**src/rtl/adma_chn_mgmt.sv**
```systemverilog
`default_nettype none
// ============================================================================
// Module : adma_chn_mgmt
// Brief  : Round-robin descriptor issue to the DMA transfer engine, one
//          descriptor outstanding at a time, with per-channel done reporting.
// Rev    : 1.0  initial release
// ============================================================================
module adma_chn_mgmt #(
   parameter  int DMA_WR_CHN_NUM = 4,
   parameter  int SRC_ADDR_W     = 32,
   parameter  int DST_ADDR_W     = 32,
   parameter  int DMA_LENGTH_W   = 16,
   localparam int CHN_ID_W       = $clog2(DMA_WR_CHN_NUM)
) (
   input  logic                                         clk,
   input  logic                                         rst_n,
   input  logic                                         mgmt_en_i,
   input  logic [DMA_WR_CHN_NUM-1:0]                    chn_en_i,
   input  logic [DMA_WR_CHN_NUM-1:0][SRC_ADDR_W-1:0]    src_addr_i,
   input  logic [DMA_WR_CHN_NUM-1:0][DST_ADDR_W-1:0]    dst_addr_i,
   input  logic [DMA_WR_CHN_NUM-1:0][DMA_LENGTH_W-1:0]  xfer_xlen_i,
   input  logic [DMA_WR_CHN_NUM-1:0][DMA_LENGTH_W-1:0]  xfer_ylen_i,
   input  logic [DMA_WR_CHN_NUM-1:0][DMA_LENGTH_W-1:0]  src_stride_i,
   input  logic [DMA_WR_CHN_NUM-1:0][DMA_LENGTH_W-1:0]  dst_stride_i,
   input  logic [DMA_WR_CHN_NUM-1:0]                    desc_rd_rdy_i,
   output logic [DMA_WR_CHN_NUM-1:0]                    desc_rd_vld_o,
   output logic                                         xfer_vld_o,
   input  logic                                         xfer_rdy_i,
   output logic [CHN_ID_W-1:0]                          xfer_chn_id_o,
   output logic [SRC_ADDR_W-1:0]                        xfer_src_addr_o,
   output logic [DST_ADDR_W-1:0]                        xfer_dst_addr_o,
   output logic [DMA_LENGTH_W-1:0]                      xfer_xlen_o,
   output logic [DMA_LENGTH_W-1:0]                      xfer_ylen_o,
   output logic [DMA_LENGTH_W-1:0]                      xfer_src_stride_o,
   output logic [DMA_LENGTH_W-1:0]                      xfer_dst_stride_o,
   input  logic                                         xfer_done_i,
   output logic [DMA_WR_CHN_NUM-1:0]                    chn_busy_o,
   output logic [DMA_WR_CHN_NUM-1:0]                    chn_done_o
);

   typedef enum logic [1:0] {
      IDLE  = 2'd0,
      ISSUE = 2'd1,
      BUSY  = 2'd2,
      DONE  = 2'd3
   } state_t;

   state_t                    r_state;
   state_t                    w_state_nxt;
   logic [CHN_ID_W-1:0]       r_last_grant;
   logic [CHN_ID_W-1:0]       r_chn_id;
   logic [SRC_ADDR_W-1:0]     r_src_addr;
   logic [DST_ADDR_W-1:0]     r_dst_addr;
   logic [DMA_LENGTH_W-1:0]   r_xlen;
   logic [DMA_LENGTH_W-1:0]   r_ylen;
   logic [DMA_LENGTH_W-1:0]   r_src_stride;
   logic [DMA_LENGTH_W-1:0]   r_dst_stride;

   logic [DMA_WR_CHN_NUM-1:0] w_req;
   logic [CHN_ID_W-1:0]       w_gnt_id;
   logic                      w_gnt_found;
   logic                      w_grant;
   logic                      w_zero_len;

   function automatic logic [CHN_ID_W-1:0] wrap_add(input logic [CHN_ID_W-1:0] base,
                                                    input int ofs);
      int sum;
      sum = int'(base) + ofs;
      if (sum >= DMA_WR_CHN_NUM) sum = sum - DMA_WR_CHN_NUM;
      return CHN_ID_W'(sum);
   endfunction

   assign w_req = desc_rd_rdy_i & chn_en_i;

   // Search upward from the channel after the last grant; last_grant itself is checked last.
   always_comb begin
      w_gnt_found = 1'b0;
      w_gnt_id    = '0;
      for (int i = 1; i <= DMA_WR_CHN_NUM; i++) begin
         if (!w_gnt_found && w_req[wrap_add(r_last_grant, i)]) begin
            w_gnt_found = 1'b1;
            w_gnt_id    = wrap_add(r_last_grant, i);
         end
      end
   end

   assign w_grant    = (r_state == IDLE) && mgmt_en_i && w_gnt_found;
   assign w_zero_len = (xfer_xlen_i[w_gnt_id] == '0) || (xfer_ylen_i[w_gnt_id] == '0);

   always_comb begin
      w_state_nxt = r_state;
      case (r_state)
         IDLE:    if (w_grant)     w_state_nxt = w_zero_len ? DONE : ISSUE;
         ISSUE:   if (xfer_rdy_i)  w_state_nxt = BUSY;
         BUSY:    if (xfer_done_i) w_state_nxt = DONE;
         DONE:                     w_state_nxt = IDLE;
         default:                  w_state_nxt = IDLE;
      endcase
   end

   always_ff @(posedge clk or negedge rst_n) begin
      if (!rst_n) begin
         r_state      <= IDLE;
         r_last_grant <= CHN_ID_W'(DMA_WR_CHN_NUM - 1);
         r_chn_id     <= '0;
         r_src_addr   <= '0;
         r_dst_addr   <= '0;
         r_xlen       <= '0;
         r_ylen       <= '0;
         r_src_stride <= '0;
         r_dst_stride <= '0;
      end else begin
         r_state <= w_state_nxt;
         if (w_grant) begin
            r_last_grant <= w_gnt_id;
            r_chn_id     <= w_gnt_id;
            r_src_addr   <= src_addr_i[w_gnt_id];
            r_dst_addr   <= dst_addr_i[w_gnt_id];
            r_xlen       <= xfer_xlen_i[w_gnt_id];
            r_ylen       <= xfer_ylen_i[w_gnt_id];
            r_src_stride <= src_stride_i[w_gnt_id];
            r_dst_stride <= dst_stride_i[w_gnt_id];
         end
      end
   end

   // The pop strobe is combinational, so it is also masked while reset is held.
   always_comb begin
      desc_rd_vld_o = '0;
      chn_busy_o    = '0;
      chn_done_o    = '0;
      for (int c = 0; c < DMA_WR_CHN_NUM; c++) begin
         desc_rd_vld_o[c] = rst_n && w_grant && (w_gnt_id == CHN_ID_W'(c));
         chn_busy_o[c]    = (r_state != IDLE) && (r_chn_id == CHN_ID_W'(c));
         chn_done_o[c]    = (r_state == DONE) && (r_chn_id == CHN_ID_W'(c));
      end
   end

   assign xfer_vld_o        = (r_state == ISSUE);
   assign xfer_chn_id_o     = r_chn_id;
   assign xfer_src_addr_o   = r_src_addr;
   assign xfer_dst_addr_o   = r_dst_addr;
   assign xfer_xlen_o       = r_xlen;
   assign xfer_ylen_o       = r_ylen;
   assign xfer_src_stride_o = r_src_stride;
   assign xfer_dst_stride_o = r_dst_stride;

endmodule
`default_nettype wire

```
**config.mk**
```make
export PLATFORM = sky130hd
export DESIGN_NAME = adma_chn_mgmt
export DESIGN_NICKNAME = d
export VERILOG_FILES = /design/src/rtl/adma_chn_mgmt.sv
export SDC_FILE = /design/constraint.sdc
export NUM_CORES = 1
export LEC_CHECK = 0
export ABC_CLOCK_PERIOD_IN_PS = 4800
export BUFFER_PORTS_ARGS = -buffer_cell sky130_fd_sc_hd__buf_4
export CAP_MARGIN = 20
export CORE_AREA = 2 2 259 261
export DETAILED_ROUTE_END_ITERATION = 16
export DIE_AREA = 0 0 261 263
export PLACE_DENSITY_LB_ADDON = 0.2
export SLEW_MARGIN = 5
export SYNTH_ARGS = -nofsm -noshare
export SYNTH_HDL_FRONTEND = slang
export SYNTH_SLANG_ARGS = --single-unit
```
**constraint.sdc**
```tcl
create_clock -name clk -period 4.8 [get_ports clk]
set_input_delay 0.96 -clock clk [delete_from_list [all_inputs] [get_ports clk]]
set_output_delay 0.96 -clock clk [all_outputs]
set_load 0.02 [all_outputs]
```
==> results.md, run 1 <==
* Critical path required time at about 3.8 ns
* Hold Slack at roughly 0.36 ns
* First-pass GRT wire length at around 130000 um
* Die X at around 260 um
* Least-Margin Pin Slew at approximately 1.1 ns
* Net count reported at finish at a little over 3k
* GP Congestion at roughly 0.92
* WS Path Type: in2out
* Mapped Cells at approximately 2.1k
* Die area at ~0.069 mm2
* Worst Hold Class: in2async
* Postcts setup bufs at 0
* Synth Flop Type: dfrtp_1
* Setup TNS at 0 ns
* Period utilisation layout at 82.3%
* Flops & latches, synth at around 130
* Yosys top cell area share at a little over a fifth
* ANT nets after route at 0
* Post-DP Area at 0.0206 mm2
* Skew-Pair Late Insertion Delay at 0.49 ns
* Count of flip-flops with a built-in enable after synthesis at 0
* Total CTS buffers at 17
* Clock skew at ~0.016 ns
* Clock slew seen by the registers of the worst setup and hold paths at ~0.06 ns
* Setup crit start kind: input pin
* Total GRT Usage at a little under a quarter
* Syn avg cell area at 7.33 um2
* Setup slack after layout at approximately 0.85 ns
* Area delta synth->final at 37.5%
* Post-route insts no fill at 3384
* I/O pins at 668
* Initial Util at a little under a quarter
* WL per Instance at ~25 um
* Floorplan die height at roughly 260 um
* Status: finished clean
* Count of hold-fix buffers inserted at cts at 0
* Share of flip-flops with an asynchronous set or reset at 100%
* H-tree depth at 4
* Initial antenna violation count at 9
* Sequential fraction of the synthesis area at around 22%
* Place WS at between 0.8 and 0.9 ns
* Setup Viol. Count Final at 0
* Cts repair resizes at 0
* MaxCap Viol Count at 0
* Initial DRC count at roughly 1.9k
* DRT Wirelength at ~86000 um
* Syn_nets at 2628
* Via Count at between 20k and 25k
* Clk sink count at 134
* CTS tree: done
* Ranking of synthesized cells by area: dfrtp_1, nand4_1, o211ai_2
* Yosys cell types at between 40 and 50
* Final Cell Area at roughly 0.021 mm2
* Fmax at between 200 and 300 MHz
* Grt total ovfl at 0
* Vias per Instance at roughly 6.0
* Crit-path max FO at 29
* Final Hold Fails at 0
* CP Capture Type: primary output
* CTS Buffer Depth at 2
* Relative slew slack at 24.6%
* Pleak at ~8.5 nW
* # rows at 94
* Vias in the first global route at ~19k
* Post-layout min period at roughly 4.0 ns
* Pins Over Slew Limit at 0
* Post-placement cell count at around 3.3k
* Residual DRC at 0
* Placeable Area at approximately 0.066 mm2
* RSZ-0062 raised after global routing: no
* Post-DP HPWL at 59000 um
* Fraction of layout cells with a size suffix above 1 at roughly two fifths
* Pwr dens at between 400 and 500 mW/mm2
* Drt first pass iters at 5
* Clock root cell: clkbuf_16
* Ys Warns at 0
* Yosys top cell by area: dfrtp_1
* Max rail drop VDD at approximately 0.36 mV
* Largest net degree at the start of global routing at 188
* Buffers on Ports at ~670
* CP Data Arrival Time at approximately 3 ns
* Post-Syn Area at between 0.015 and 0.02 mm2
area by class of cell:
cell class / count / area, um2
fill: 7057 / 44500
multi-input combinational: 1643 / 10700
timing repair buffer: 701 / 5420
sequential: 134 / 3360
tap: 864 / 1080
clock buffer: 23 / 468
clock inverter: 9 / 101
inverter: 4 / 15.0
antenna: 6 / 15.0
path summary, 6_finish.rpt:
check                                   startpoint                   to  slack, ns  cells after the start
max in group asynchronous                    rst_n  xfer_dst_addr_o[21]       3.26                      2
worst min-delay path                         rst_n       xfer_ylen_o[8]       0.36                      1
worst max-delay path                   chn_en_i[0]     desc_rd_vld_o[3]       0.85                      6
worst max register to register     r_last_grant[1]   xfer_dst_addr_o[7]       1.39                      6
min in group clk                xfer_dst_addr_o[3]   xfer_dst_addr_o[3]       0.48                      2
worst min register to register  xfer_dst_addr_o[3]   xfer_dst_addr_o[3]       0.48                      2
cells in the final DEF (no fill, tap or decap), types with 3 or more instances in the layout:
master     count
a21oi_1      129
buf_12        12
buf_4        688
clkbuf_1       4
clkbuf_16     17
clkinv_2       5
dfrtp_1      132
diode_2        6
ha_1           4
inv_1          4
nand2_1      142
nand3_1      257
nand4_1      267
nor2_1         4
nor3_1       133
nor3b_1        3
nor4_1        32
o211ai_1     139
o211ai_2     118
o21ai_0      261
o31ai_1       28
o31ai_2      100
registers in the layout, indices dropped and copies added, names as in the netlist:
name	count
xfer_dst_addr_o	32
r_state	2
xfer_xlen_o	16
xfer_ylen_o	16
xfer_chn_id_o	2
xfer_src_stride_o	16
xfer_src_addr_o	32
r_last_grant	2
xfer_dst_stride_o	16
logic make-up after synthesis:
family | share of synthesized area [%]
adder cells (fa/ha/maj) | 0.325
AND/OR/NAND/NOR | 29.2
flip-flops | 21.8
AO/OA/AOI/OAI | 39.2
buffers and inverters | 9.31
multiplexers | 0.138
layer usage:
metal / global-route usage, % / up-vias / routed length (um) / share of wire (%)
met2: 38.7 / 1120 / 40800 / 47
li1: - / 9038 / - / -
met1: 30.3 / 9876 / 34200 / 40
met3: 6.35 / 131 / 8430 / 9.8
met5: 0 / - / 48 / 0.056
met4: 9.26 / 8 / 2840 / 3.3
cells in the mapped netlist, types with 4 or more instances:
cell type and count:
nand4_1 267, o21ai_0 261, nand3_1 257, clkbuf_1 229
nand2_1 143, o211ai_1 139, nor3_1 133, dfrtp_1 132
a21oi_1 129, o211ai_2 118, o31ai_2 100, buf_2 59
nor4_1 32, o31ai_1 28, buf_6 18, buf_1 8
buf_4 4, ha_1 4, inv_1 4, nor2_1 4
critical path: stages:
cell     delay, ns
buf_4         0.14
a22oi_1       0.43
and2_4        0.49
nor2_1        0.15
nor3_1        0.56
buf_4         0.26
power by group:
part | internal, mW | switching, mW | total (mW)
Sequential | 1.66 | 0.396 | 2.06
Clock | 0.786 | 0.576 | 1.36
Combinational | 2.16 | 3.86 | 6.02
stage by stage:
step	power (mW)	utilization (%)
after detailed placement	8.07	31.3
after global placement	8.01	31.3
final	9.44	32.2
after CTS	9.47	32.2
after floorplan	5.65	-
after global routing	10.0	32.2
No activity file was read; power rests on OpenSTA's default activity.
==> run 2, diff against run 1 <==
--- a/config.mk
+++ b/config.mk
@@ -5,7 +5,7 @@
 export SDC_FILE = /design/constraint.sdc
 export NUM_CORES = 1
 export LEC_CHECK = 0
-export ABC_CLOCK_PERIOD_IN_PS = 4800
+export ABC_CLOCK_PERIOD_IN_PS = 3490
 export BUFFER_PORTS_ARGS = -buffer_cell sky130_fd_sc_hd__buf_4
 export CAP_MARGIN = 20
 export CORE_AREA = 2 2 259 261
==> constraint.sdc (replaced) <==
create_clock -name clk -period 3.49 [get_ports clk]
set_input_delay 0.698 -clock clk [delete_from_list [all_inputs] [get_ports clk]]
set_output_delay 0.698 -clock clk [all_outputs]
set_load 0.02 [all_outputs]
==> results.md, run 2 (synthesis results as in run 1) <==
* Status: finished clean (unchanged)
* Area of the multi-input gates at 0.0107 mm2 (unchanged)
* Fraction of layout cells with a size suffix above 1 at 38.3% (about the same)
* ANT nets after route at 0 (unchanged)
* Critical Path Slowest Stage Cell: dfstp_2 (was nor3_1)
* Floorplan die height at 263 um (unchanged)
* Net count reported at finish at 3029 (was 3030)
* Grt total ovfl at 0 (unchanged)
* Initial DRC count at 1896 (was 1937)
* Crit-path max cell delay at 0.60 ns (was 0.56 ns)
* RSZ-0062 raised after global routing: no (unchanged)
* Clk sink count at 134 (unchanged)
* Area delta synth->final at 39.0% (was 37.5%)
* Placeable Area at 0.0656 mm2 (unchanged)
* Register area at 0.00336 mm2 (unchanged)
* CP Data Arrival Time at 2.62 ns (was 2.99 ns)
* Worst R2R Start: r_last_grant[1] (unchanged)
* Buffers on Ports at 667 (unchanged)
* Critical path required time at 2.79 ns (was 3.84 ns)
* Crit-path cells: nand3b_4, o21ai_1, mux2i_4, nand2_1, nor3_1, buf_4 (was buf_4, a22oi_1, and2_4, nor2_1, nor3_1, buf_4)
* Vias per Instance at 5.94 (was 5.96)
* Drt first pass iters at 5 (unchanged)
* Most frequent cells in the layout: buf_4, nand4_1, o21ai_0 (unchanged)
* CTS Buffer Depth at 2 (unchanged)
* I/O pins at 668 (unchanged)
* Capturing point of the worst reg2reg path: xfer_dst_addr_o[15] (was xfer_dst_addr_o[7])
* MaxCap Viol Count at 0 (unchanged)
* R2R Setup Slk at 0.51 ns (was 1.39 ns)
* Final core occ at 32.6% (was 32.2%)
* Total power at 13.2 mW (was 9.44 mW)
* Most common library cell in the layout ignoring fill and taps: buf_4 (unchanged)
* Clock skew at 0.0105 ns (was 0.0162 ns)
* Pleak at 8.56 nW (was 8.49 nW)
* Fill count at 7088 (was 7057)
* Post-DP HPWL at 57600 um (was 59000 um)
* Die X at 261 um (unchanged)
* Hold Slack at 0.481 ns (was 0.359 ns)
* Post-placement cell count at 3344 (was 3346)
* Post-layout min period at 3.32 ns
* Total GRT Usage at 23.9% (was 24.0%)
* Final Hold Fails at 0 (unchanged)
* Residual DRC at 0 (unchanged)
* Postcts setup bufs at 0 (unchanged)
* Vias in the first global route at 19.1k (was 19.4k)
* Critical Path Source: r_last_grant[0] (was chn_en_i[0])
* Reg2Reg Depth at 7 (was 6)
* Crit-path max FO at 15 (was 29)
* Initial antenna violation count at 19 (was 9)
* Setup Viol. Count Final at 0 (unchanged)
* Initial Util at 23.4% (unchanged)
* WL per Instance at 25.4 um (was 25.5 um)
* Clock root cell: clkbuf_16 (unchanged)
* Pwr dens at 619 mW/mm2 (was 446 mW/mm2)
* Pins Over Slew Limit at 0 (unchanged)
* Total CTS buffers at 17 (unchanged)
* Least-Margin Pin Slew at 1.15 ns (was 1.13 ns)
* Clock slew seen by the registers of the worst setup and hold paths at 0.07 ns (was 0.06 ns)
* Setup TNS at 0 ns (unchanged)
* Skew-Pair Late Insertion Delay at 0.49 ns (about the same)
* H-tree depth at 4 (unchanged)
* Die area at 0.0686 mm2 (unchanged)
* CP Capture Type: primary output (unchanged)
* CTS tree: done (unchanged)
* Setup crit start kind: flip-flop (was input pin)
* Period utilisation layout at 95.0%
* WS Path Type: reg2out (was in2out)
* GP Congestion at 0.939 (was 0.917)
* Post-route insts no fill at 3388 (was 3384)
* Max rail drop VDD at 0.483 mV (was 0.360 mV)
* Relative slew slack at 23.1% (was 24.6%)
* # rows at 94 (unchanged)
* DRT Wirelength at 86200 um (was 86300 um)
* Setup crit end: desc_rd_vld_o[0] (was desc_rd_vld_o[3])
* Worst Hold Class: reg2reg (was in2async)
* Fmax at between 300 and 400 MHz
* Via Count at 20.1k (was 20.2k)
* First-pass GRT wire length at 127000 um (about the same)
* Largest net degree at the start of global routing at 146 (was 188)
==> run 2: how the worst min path moves through the flow <==
| stage | from | cells past startpoint | to |
|---|---|---|---|
| global placement | xfer_dst_addr_o[12] | 2 | xfer_dst_addr_o[12] |
| floorplan | rst_n | 0 | r_state[0] |
| finish | xfer_dst_addr_o[12] | 2 | xfer_dst_addr_o[12] |
| detailed placement | xfer_dst_addr_o[15] | 2 | xfer_dst_addr_o[15] |
| CTS | xfer_dst_addr_o[15] | 2 | xfer_dst_addr_o[15] |
| global route | xfer_dst_addr_o[18] | 2 | xfer_dst_addr_o[18] |
==> run 2: critical path: cells and delay by family (launching register included) <==
kind | cells | cell delay, ns
AND/OR/NAND/NOR | 3 | 0.85
flip-flops | 1 | 0.60
buffers and inverters | 1 | 0.24
multiplexers | 1 | 0.22
AO/OA/AOI/OAI | 1 | 0.21
==> run 2: cell type report <==
type | instances | share of cell area [%]
flip-flops and latches | 134 | 15.7
multi-input cells | 1643 | 50.0
repair buffers | 700 | 26.0
clock buffers | 20 | 2.14
well taps | 864 | 5.06
clock inverters | 12 | 0.936
inverters | 4 | 0.0702
diodes | 11 | 0.129
==> run 2: metrics by stage <==
stage,area (um2),worst slack (ns)
2_1_floorplan,15400,0.669
3_3_place_gp,20700,0.446
3_5_place_dp,20700,0.411
4_1_cts,21400,0.0141
5_1_grt,21400,0.0517
6_report,21400,0.174
==> run 2: what timing repair did <==
item / in CTS / in global routing
endpoints found under the setup margin: 0 / 2
gates resized for setup: 0 / 1
endpoints found under the hold margin: 4 / 0
hold buffers: 1 / 0
==> run 2: report_power, final <==
group / internal, mW / switching [mW] / leakage [nW]
logic: 3.02 / 5.23 / 6.58
registers: 2.28 / 0.557 / 1.68
clock network: 1.30 / 0.853 / 0.312
==> run 2: layer usage <==
metal,up-vias,global-route usage (%),part of all wire [%]
met3,136,7.11,9.4
met4,18,7.56,2.9
met5,-,0,0.13
met2,1012,39.0,48
li1,9052,-,-
met1,9905,30.0,40
==> run 3, diff against run 2 <==
--- a/config.mk
+++ b/config.mk
@@ -8,9 +8,9 @@
 export ABC_CLOCK_PERIOD_IN_PS = 3490
 export BUFFER_PORTS_ARGS = -buffer_cell sky130_fd_sc_hd__buf_4
 export CAP_MARGIN = 20
-export CORE_AREA = 2 2 259 261
+export CORE_AREA = 2 2 261 263
 export DETAILED_ROUTE_END_ITERATION = 16
-export DIE_AREA = 0 0 261 263
+export DIE_AREA = 0 0 263 265
 export PLACE_DENSITY_LB_ADDON = 0.2
 export SLEW_MARGIN = 5
 export SYNTH_ARGS = -nofsm -noshare
==> results.md, run 3 (synthesis results as in run 1) <==
* Status: complete, but fails checks (was finished clean)
* Failing checks: max-slew violations
* Max rail drop VDD at 0.463 mV (was 0.483 mV)
* MaxCap Viol Count at 0 (unchanged)
* Final Hold Fails at 0 (unchanged)
* Vias in the first global route at 19.4k (was 19.1k)
* Initial antenna violation count at 15 (was 19)
* Critical path required time at 3.85 ns (was 2.79 ns)
* Pwr dens at 611 mW/mm2 (was 619 mW/mm2)
* Register area at 0.00336 mm2 (unchanged)
* RSZ-0062 raised after global routing: no (unchanged)
* Largest net degree at the start of global routing at 256 (was 146)
* WHS Endpoint: xfer_src_stride_o[15] (was xfer_dst_addr_o[12])
* Crit-path max FO at 255 (was 15)
* Worst R2R Start: r_last_grant[1] (unchanged)
* Crit-path cells: and4bb_4, buf_12, o21ai_0, o211ai_2, a21oi_1, o31ai_2 (was nand3b_4, o21ai_1, mux2i_4, nand2_1, nor3_1, buf_4)
* Via Count at 20.1k (about the same)
* Most frequent cells in the layout: buf_4, nand4_1, o21ai_0 (unchanged)
* GR Layer Usage met3 at 6.99% (was 7.11%)
* Fill count at 7232 (was 7088)
* Skew-Pair Late Insertion Delay at 0.49 ns (about the same)
* Final Cell Area at 0.0214 mm2 (about the same)
* Total CTS buffers at 17 (unchanged)
* Setup TNS at 0 ns (unchanged)
* CTS tree: done (unchanged)
* Vias per Instance at 5.92 (was 5.94)
* Total power at 13.1 mW (was 13.2 mW)
* Critical Path Slowest Stage Cell: dfstp_4 (was dfstp_2)
* H-tree depth at 4 (unchanged)
* Drt first pass iters at 6 (was 5)
* Pleak at 8.59 nW (was 8.56 nW)
* Fraction of layout cells with a size suffix above 1 at 38.6% (was 38.3%)
* Grt total ovfl at 0 (unchanged)
* Crit-path max cell delay at 0.88 ns (was 0.60 ns)
* Setup slack after layout at 0.146 ns (was 0.174 ns)
* Met1 usage at 29.1% (was 30.0%)
* DRT Wirelength at 86100 um (was 86200 um)
* GRT Max-Usage Layer: met2 (unchanged)
* R2R Setup Slk at 0.15 ns (was 0.51 ns)
* CP Data Arrival Time at 3.70 ns (was 2.62 ns)
* Relative slew slack at -27.2% (was 23.1%)
* Clk sink count at 134 (unchanged)
* # rows at 95 (was 94)
* Initial Util at 23.0% (was 23.4%)
* Net count reported at finish at 3038 (was 3029)
* Clock root cell: clkbuf_16 (unchanged)
* Setup crit start kind: flip-flop (unchanged)
* Post-DP Area at 0.0208 mm2 (was 0.0207 mm2)
* Hold Path Stages at 2 (unchanged)
* Setup Viol. Count Final at 0 (unchanged)
* ANT nets after route at 0 (unchanged)
* Residual DRC at 0 (unchanged)
* Clock slew seen by the registers of the worst setup and hold paths at 0.07 ns (about the same)
* GP Congestion at 0.903 (was 0.939)
* Fmax at 299 MHz (was 302 MHz)
* Least-Margin Pin Slew at 1.91 ns (was 1.15 ns)
* GRT met2 Usage at 40.0% (was 39.0%)
* Die X at 263 um (was 261 um)
* Initial DRC count at 1880 (was 1896)
* Die area at 0.0697 mm2 (was 0.0686 mm2)
* Total GRT Usage at 23.7% (was 23.9%)
* Post-DP HPWL at 58800 um (was 57600 um)
* WL per Instance at 25.3 um (was 25.4 um)
* Capturing point of the worst reg2reg path: xfer_ylen_o[8] (was xfer_dst_addr_o[15])
* Pins Over Slew Limit at 153 (was 0)
* Buffers on Ports at 667 (unchanged)
* Min-delay src: xfer_src_stride_o[15] (was xfer_dst_addr_o[12])
* Worst Hold Class: reg2reg (unchanged)
* Area of the multi-input gates at 0.0107 mm2 (unchanged)
* Postcts setup bufs at 0 (unchanged)
* I/O pins at 668 (unchanged)
* Post-layout min period at 3.34 ns (was 3.32 ns)
* Cts repair resizes at 0 (unchanged)
* Area delta synth->final at 39.2% (was 39.0%)
* CTS Buffer Depth at 2 (unchanged)
* Reg2Reg Depth at 6 (was 7)
* Period utilisation layout at 95.8% (was 95.0%)
* Place WS at 0.457 ns (was 0.411 ns)
* WS Path Type: reg2reg (was reg2out)
* Placeable Area at 0.0668 mm2 (was 0.0656 mm2)
* Clock skew at 0.0114 ns (was 0.0105 ns)
* Most common library cell in the layout ignoring fill and taps: buf_4 (unchanged)
* First-pass GRT wire length at 129000 um (was 127000 um)
* CP Capture Type: flip-flop (was primary output)
* Hold Slack at 0.478 ns (was 0.481 ns)
* Floorplan die height at 265 um (was 263 um)
[run 3: cell types whose count changed in the layout (fill, tap and decap cells not counted), sizes merged]
cell / before / now
buf: 699 / 708
bufinv: 5 / 3
clkbuf: 20 / 19
diode: 11 / 9
clkinv: 4 / 6
[run 3: worst max path at each step]
stage / start / to / slack [ns] / cells past startpoint
final: r_last_grant[1] / xfer_ylen_o[8] / 0.15 / 6
after global routing: r_last_grant[1] / desc_rd_vld_o[2] / 0.12 / 5
after CTS: r_last_grant[1] / desc_rd_vld_o[1] / 0.21 / 4
after detailed placement: desc_rd_rdy_i[0] / desc_rd_vld_o[1] / 0.46 / 7
after global placement: desc_rd_rdy_i[0] / desc_rd_vld_o[1] / 0.41 / 7
after floorplan: desc_rd_rdy_i[0] / desc_rd_vld_o[1] / 0.67 / 6
[run 3: cell type report]
type	instances	area share, %
Multi-Input combinational cell	1643	50.0
Timing Repair Buffer	709	26.2
Sequential cell	134	15.7
Tap cell	873	5.10
Clock buffer	19	2.12
Clock inverter	12	0.719
Antenna cell	9	0.105
Inverter	4	0.0701
[run 3: worst max-delay path: cells and delay by family (launching register included)]
kind	cells	cell delay [ns]
buffers and inverters	1	0.21
AO/OA/AOI/OAI	4	1.11
AND/OR/NAND/NOR	1	0.28
flip-flops	1	0.88
[run 3: metal layers]
metal / routed length [um] / up-vias / share of wire, %
met5: 102 / - / 0.12
met4: 2040 / 16 / 2.4
met3: 7420 / 118 / 8.6
met2: 41800 / 997 / 49
met1: 34800 / 9953 / 40
li1: - / 9056 / -
[run 3: what timing repair did]
item / 4_1_cts / 5_1_grt
endpoints found under the setup margin: 0 / 0
hold buffers: 1 / 0
endpoints found under the hold margin: 8 / 0
[run 3: report_power, final]
| part | leakage [nW] | internal, mW | total (mW) | switching, mW |
|---|---|---|---|---|
| sequential | 1.68 | 2.28 | 2.82 | 0.541 |
| combinational | 6.62 | 3.04 | 8.27 | 5.23 |
| clock | 0.291 | 1.15 | 2.00 | 0.843 |
| total | 8.59 | 6.47 | 13.1 | 6.62 |
[run 3: per-stage QoR]
step	std cells	util, %
floorplan	2099	-
global placement	3362	31.1
detailed placement	3362	31.1
CTS	3394	32.0
global route	3399	32.0
finish	3403	32.0
